--- config.mk ---
export PLATFORM = sky130hd
export DESIGN_NAME = minhash_sketch
export DESIGN_NICKNAME = d
export VERILOG_FILES = /design/src/rtl/minhash_sketch.sv
export SDC_FILE = /design/constraint.sdc
export NUM_CORES = 1
export LEC_CHECK = 0
export CORE_MARGIN = 8
export CORE_UTILIZATION = 55
export CTS_BUF_LIST = sky130_fd_sc_hd__clkbuf_16
export DETAILED_ROUTE_END_ITERATION = 7
export GPL_ROUTABILITY_DRIVEN = 1
export PLACE_DENSITY = 0.8
export SLEW_MARGIN = 30
export SYNTH_ARGS = -nofsm -noshare
export SYNTH_HDL_FRONTEND = slang
export SYNTH_SLANG_ARGS = --single-unit
--- constraint.sdc ---
create_clock -name clk -period 16.71 [get_ports clk]
set_input_delay 2.5065 -clock clk [delete_from_list [all_inputs] [get_ports clk]]
set_output_delay 2.5065 -clock clk [all_outputs]
set_load 0.05 [all_outputs]
--- src/rtl/minhash_sketch.sv ---
// MinHash sketcher: validates one-hot k-mer fragments, hashes each into NUM_HASH
//   16-bit lanes (one lane per cycle) and tracks the running minimum per lane.
// Latency: lane i updated NUM_HASH edge T+1+i after acceptance edge T; signature valid
//   NUM_HASH+1 cycles after the last fragment of a sketch is accepted.
// Backpressure: in_ready drops while hashing or while a signature waits for sig_ready;
//   the signature is held stable until the sink takes it.
//
// Ports:
//   clk, rst_n                 - clock, asynchronous active-low reset
//   in_valid/in_ready          - fragment handshake, in_fragment nibble 0 = bits [3:0]
//   sig_valid/sig_ready        - signature handshake, lane i = sig_data[16i+15:16i]
//   bad_frag                   - one-cycle pulse after a malformed fragment is dropped

package proj_pkg;
    localparam int EXTENDER_OUT_PART_LEN_ONE_HOT = 32;
endpackage

module minhash_sketch #(
    parameter int FRAG_W           = proj_pkg::EXTENDER_OUT_PART_LEN_ONE_HOT,
    parameter int NUM_HASH         = 4,
    parameter int FRAGS_PER_SKETCH = 8
) (
    input  logic                   clk,
    input  logic                   rst_n,
    input  logic                   in_valid,
    input  logic [FRAG_W-1:0]      in_fragment,
    output logic                   in_ready,
    output logic                   sig_valid,
    output logic [NUM_HASH*16-1:0] sig_data,
    input  logic                   sig_ready,
    output logic                   bad_frag
);
    localparam int HASH_W = 16;
    localparam int NIB    = FRAG_W / 4;
    localparam int NCHUNK = (FRAG_W + HASH_W - 1) / HASH_W;
    localparam int PAD_W  = NCHUNK * HASH_W;
    localparam int LANE_W = (NUM_HASH > 1) ? $clog2(NUM_HASH) : 1;
    localparam int CNT_W  = $clog2(FRAGS_PER_SKETCH + 1);

    localparam logic [LANE_W-1:0] LAST_LANE = LANE_W'(NUM_HASH - 1);
    localparam logic [CNT_W-1:0]  LAST_FRAG = CNT_W'(FRAGS_PER_SKETCH - 1);

    typedef enum logic [1:0] {
        IDLE = 2'd0,
        HASH = 2'd1,
        EMIT = 2'd2
    } state_t;

    state_t            state;
    logic [LANE_W-1:0] lane;
    logic [CNT_W-1:0]  frag_cnt;
    logic [HASH_W-1:0] fold_q;
    logic [HASH_W-1:0] min_q [NUM_HASH];

    // Fragment validation and fold (XOR of zero-padded 16-bit chunks).
    logic              frag_ok;
    logic [PAD_W-1:0]  frag_pad;
    logic [HASH_W-1:0] fold;

    always_comb begin
        frag_ok = 1'b1;
        for (int n = 0; n < NIB; n++) begin
            case (in_fragment[4*n +: 4])
                4'b0001, 4'b0010, 4'b0100, 4'b1000: ;
                default: frag_ok = 1'b0;
            endcase
        end
        frag_pad = '0;
        frag_pad[FRAG_W-1:0] = in_fragment;
        fold = '0;
        for (int c = 0; c < NCHUNK; c++) begin
            fold = fold ^ frag_pad[HASH_W*c +: HASH_W];
        end
    end

    // Per-lane hash of the latched fold. All arithmetic is 16 bits wide, so the
    // multiply keeps only the low half of the product by construction.
    logic [HASH_W-1:0] lane_idx;
    logic [HASH_W-1:0] seed;
    logic [HASH_W-1:0] mult;
    logic [HASH_W-1:0] hash_val;

    always_comb begin
        lane_idx = HASH_W'(lane);
        seed     = 16'h7F4A + lane_idx * 16'h9E37;
        mult     = 16'h6A09 + (lane_idx << 1);
        hash_val = (fold_q ^ seed) * mult;
    end

    // The signature is the minima registers themselves; they only change in HASH
    // or on the signature handshake, so they are stable while sig_valid waits.
    always_comb begin
        sig_data = '0;
        for (int i = 0; i < NUM_HASH; i++) begin
            sig_data[HASH_W*i +: HASH_W] = min_q[i];
        end
    end

    always_ff @(posedge clk or negedge rst_n) begin
        if (!rst_n) begin
            state     <= IDLE;
            in_ready  <= 1'b1;
            sig_valid <= 1'b0;
            bad_frag  <= 1'b0;
            lane      <= '0;
            frag_cnt  <= '0;
            fold_q    <= '0;
            for (int i = 0; i < NUM_HASH; i++) begin
                min_q[i] <= 16'hFFFF;
            end
        end else begin
            bad_frag <= 1'b0;
            case (state)
                IDLE: begin
                    if (in_valid && in_ready) begin
                        if (frag_ok) begin
                            fold_q   <= fold;
                            lane     <= '0;
                            in_ready <= 1'b0;
                            state    <= HASH;
                        end else begin
                            bad_frag <= 1'b1;
                        end
                    end
                end
                HASH: begin
                    // Ties keep the old minimum.
                    if (hash_val < min_q[lane]) begin
                        min_q[lane] <= hash_val;
                    end
                    if (lane == LAST_LANE) begin
                        lane     <= '0;
                        frag_cnt <= frag_cnt + 1'b1;
                        if (frag_cnt == LAST_FRAG) begin
                            sig_valid <= 1'b1;
                            state     <= EMIT;
                        end else begin
                            in_ready <= 1'b1;
                            state    <= IDLE;
                        end
                    end else begin
                        lane <= lane + 1'b1;
                    end
                end
                EMIT: begin
                    if (sig_ready) begin
                        for (int i = 0; i < NUM_HASH; i++) begin
                            min_q[i] <= 16'hFFFF;
                        end
                        frag_cnt  <= '0;
                        sig_valid <= 1'b0;
                        in_ready  <= 1'b1;
                        state     <= IDLE;
                    end
                end
                default: begin
                    state     <= IDLE;
                    in_ready  <= 1'b1;
                    sig_valid <= 1'b0;
                end
            endcase
        end
    end

endmodule

# == Word-level counts from Yosys, hierarchy flattened ==
# Cells that the tools add are included.
# classes
add_sub_neg,4
n_mul,2
n_div,0
magnitude_cmp,3
eq_ne,43
n_shift,0
muxes,43
bitwise_logic,4
reduce_logical,20
# op_table
op,count
$mux W64,2
$pmux W64 S2,1
$bwmux W64,1
$mux W16,3
$eq A4 B3 Y1 const B,9
$bmux W16 S2,1
$demux W16 S2,1
$eq A4 B1 Y1 const B,8
$eq A4 B2 Y1 const B,8
$eq A4 B4 Y1 const B,8
$reduce_or A4 Y1,8
$xor A16 B16 Y16,2
$mux W1,19
$add A15 B16 Y16 const A,1
$add A15 B3 Y16 const A,1
$lt A16 B16 Y1,1
$mul A16 B16 Y16,1
$mul A2 B16 Y16 const B,1
$mux W2,8
$ne A2 B2 Y1 const B,7
$reduce_and A3 Y1,4
$mux W4,2
$pmux W4 S2,1
$reduce_and A4 Y1,2
other kinds (15),19
# totals
regBits,91
latch_bits,0
mem_bits_rw,0
mem_bits_ro,0
in_bits,36
output_inout_bits,67
mem_count,0

# == Longest topological paths before layout ==
# depth
ltp_word,13
mapped_depth,33
mapped_depth_nobuf,28

# == Least setup slack after synthesis ==
# Ideal clock, no wire load.
# synth_timing
path_type,register to register
from,register lane[1]
to,"register min_q, in the netlist sig_data[59]"
setup_time_ps,77
arrival_time_ps,7659
t_required_ps,16633
setup_slack_ps,8974
path_stages_with_launch,30
path_cell_list,dfrtp_1 -> clkbuf_1 -> clkbuf_1 -> inv_1 -> ha_1 -> buf_2 -> xnor2_1 -> ha_1 -> ha_1 -> inv_1 -> fa_1 -> fa_1 -> fa_1 -> fa_1 -> inv_1 -> ha_1 -> nand2_1 -> or4_1 -> and3_1 -> nor2_1 -> inv_1 -> ha_1 -> and2_1 -> o221ai_1 -> o21ai_0 -> a211oi_4 -> or2_1 -> buf_6 -> buf_6 -> a31oi_1
# synth_via
elab_chain_len,8
word_cells_on_any_way,20
classes_between,add/sub: 2; mul: 2; order compare: 3; eq/ne: 1; mux: 8; bitwise: 2; reduce/logical: 2
# synth_rtl
item,line_no,text
"start, declared",50,logic [LANE_W-1:0] lane;
"start signal, assigned",142,lane <= lane + 1'b1;
"parallel branches: the longest is 8 deep, another holds $mul A2 B16 Y16",--,
"end signal, assigned by index",129,min_q[lane] <= hash_val;
"end, declared",53,logic [HASH_W-1:0] min_q [NUM_HASH];
# Several ways; the timed one is not identified. The select of a mux whose other input is x is not followed.
# A chain may end at the register's enable or synchronous reset.

# == Worst setup path in the final report ==
# layout_timing
from,register lane[1]
to,"register min_q, in the netlist sig_data[53]"
# The elaborated chain is that of the path after synthesis.

==> metrics.yaml <==
status:
  outcome: "finished clean"
yosys:
  yosysTopAreaCell: "dfstp_2"
  ys_seq_elements: 91
  synth-compound-area-share_pct: 15.36
  ys_seq_area_share_pct: 32.07
  yosys.area_share.simple_pct: 9.444
  synth.most_common_cell: "inv_1"
  ys_top_cells_by_count: "120 x inv_1, 78 x o21ai_0, 68 x ha_1"
  syn_area_mm2: 0.007353
  syn_avg_cell_area_um2: 9.273
  synth_top_family_by_area: "adder cells"
  synth.top_cell.area_share_pct: 23.23
  synth_cells: 793
  synthTopCellsByArea: "dfstp_2 23%, ha_1 12%, fa_1 9.0%"
  yosys_warnings: 0
  synthAdderAreaFrac_pct: 20.55
  ys_types: 52
  synth.net_count: 930
  synth_flop_cell: "dfstp_2"
  synth_xor_area_share_pct: 9.001
  synthMuxAreaShare_pct: 5.054
  synth_edf_count: 0
  async_reset_ff_share_pct: 100.0
worst_setup_path:
  crit_path_max_incr_delay_ps: 740
  rr_endpoint: "sig_data[53]"
  cp.arrival_ps: 8510
  crit_family: "adder cells"
  rr_startpoint: "lane[1]"
  cp.required_ps: 16980
  ff2ff_path_depth: 25
  end_kind: "register"
  cp_slowest_cell: "or2_1"
  worstSetupPathType: "reg -> reg"
  crit_start: "lane[1]"
  cp_common_cell: "ha_1"
  cp_max_fo: 24
  rrSetupSlack_ps: 8470
  crit_path_end: "sig_data[53]"
  cp.depth: 25
  cp.buffers_inverters: 4
  startpoint_type: "register"
run:
  maxCapViolCount: 0
placement:
  port-buffer-count: 102
  placedCellCount: 1040
  dpl-instance-area_mm2: 0.008458
  dp_hpwl_mm: 13.70
  pre_cts_slack_ps: 8177
  gp_congestion: 0.8437
die:
  core_area_mm2: 0.01314
  io_pins: 103
  start_util_pct: 55.97
  rows: 42
  fp.dieH_um: 131.6
  dieArea_mm2: 0.01733
  die_w_um: 131.6
power_and_ir_drop:
  peakVddDrop_v: 0.00007246
  powerDensity_mw_per_mm2: 100.4
  power_w: 0.0008780
  power.leakage_nw: 4.008
layout:
  nNetsFinal: 1012
  final_layout_size_suffix_gt1_share_pct: 12.86
  multi_input_area_mm2: 0.004380
  area_growth_pct: 18.97
  fillers: 1046
  n_antenna_cell: 0
  finalNonFillerCells: 1055
  seqCellArea_mm2: 0.002360
  final_area_mm2: 0.008748
cts:
  ctsResizeCount: 0
  cts_hold_buf: 0
  cts_max_level: 3
  clk_latency_ps: 340
  cts-root-buf: "clkbuf_16"
  clock_tree.buffer_depth: 2
  numCtsBuffers: 9
  clock-sinks: 91
  cts_tree: "done"
  path_clk_slew_ps: 70
  postCtsSetupBuffers: 0
grt:
  grt-ovfl-total: 0
  grt_usage_pct: 21.32
  grt_pass1_vias: 6281
  grt_pass1_wl_mm: 30.76
  antenna_found_initial: 0
  grt_max_degree: 66
timing:
  fin_crit_sh_pct: 49.32
  min_period_ps: 8242
  fmax_ghz: 0.1213
  hold_violations: 0
  finClkSkew_ps: 7.907
  fin_ws_ps: 8468
  rsz0062_at_grt: "false"
  worst_pin_slew_ps: 879.6
  finalSetupViolCount: 0
  setup_tns_ps: 0
  slew_headroom_pct: 41.36
  drv_slew: 0
drt:
  vias: 6001
  drc_errors: 0
  drt_iter0_drc: 468
  ant_nets: 0
  drt-total-wl_mm: 18.21
  first_pass_iters: 5
  via_per_inst: 5.688
  wl_per_cell_um: 17.26
hold_path:
  min_path_type: "reg -> reg"
==> layer usage <==
layer  vias up  routed length (um)  track usage [%]
met2       242                8879            35.99
met5         -                   0                0
li1       2818                   -                -
met1      2902                7739            26.68
met3        39                1126            3.925
met4         0                 463            7.977
==> how the worst min path moves through the flow <==
stage,slack [ps],cells past startpoint,startpoint,to
after floorplan,460,2,fold_q[13],fold_q[13]
after global placement,490,2,fold_q[14],fold_q[14]
after detailed placement,500,2,sig_data[49],sig_data[49]
after CTS,510,2,sig_data[49],sig_data[49]
after global routing,530,2,sig_data[59],sig_data[59]
final,510,2,fold_q[15],fold_q[15]
==> power breakdown <==
group	internal, W	switching, W	total [W]	leakage [nW]
clock	0.000114	0.0000858	0.000200	0.142
sequential	0.000223	0.00000156	0.000225	0.991
combinational	0.000183	0.000270	0.000453	2.87
==> state kept, by name, summed over array words and instances, names as in the netlist <==
signal / cells
state: 2
frag_cnt: 4
in_ready: 1
fold_q: 16
sig_valid: 1
sig_data: 64
lane: 2
bad_frag: 1
==> cell families after synthesis <==
logic type / Yosys count
AOI/OAI and AO/OA: 200
xor gates and xnor gates: 70
adders and majority gates: 101
buffers and inverters: 156
DFF: 91
muxes: 17
and+or+nand+nor: 158
==> per-stage QoR <==
stage,hold WS [ps],util [%]
after global placement,494.2,64.36
after floorplan,457.4,-
final,508.8,66.59
after detailed placement,500.9,64.38
after global routing,531.8,66.59
after CTS,511.2,66.52
==> worst reg2reg max path: cells and delay by family (launching register included) <==
| kind | cells | cell delay [ps] |
|---|---|---|
| buf+inv | 4 | 420 |
| flops | 1 | 380 |
| compound gates | 4 | 800 |
| simple gates | 7 | 2120 |
| xor+xnor | 1 | 660 |
| fa+ha+maj | 9 | 3790 |
==> layout make-up <==
class	count	area share [%]
Tap cell	176	2.517
Clock inverter	6	0.6436
Sequential cell	91	26.97
Timing Repair Buffer	107	12.07
Inverter	120	5.149
Multi-Input combinational cell	546	50.07
Clock buffer	9	2.574
==> placed cells by master, fill, tap and decap left out, types with 4 or more instances in the layout <==
cell / synthesis / routed
inv_1: 120 / 121
clkdlybuf4s50_1: 0 / 101
o21ai_0: 78 / 78
ha_1: 68 / 68
dfstp_2: 65 / 65
nor2_1: 63 / 63
a21oi_1: 58 / 58
nand2_1: 56 / 53
xnor2_1: 38 / 38
fa_1: 33 / 33
xor2_1: 28 / 28
dfrtp_1: 26 / 25
o21ai_1: 17 / 17
mux4_2: 16 / 16
o22ai_1: 13 / 13
clkbuf_16: 0 / 9
nand3_1: 6 / 6
nor3_1: 6 / 6
buf_4: 0 / 6
nand2b_1: 5 / 5
a21o_1: 5 / 5
nand4_1: 4 / 4
a31oi_1: 4 / 4
Power figures use the tool's default switching activity.
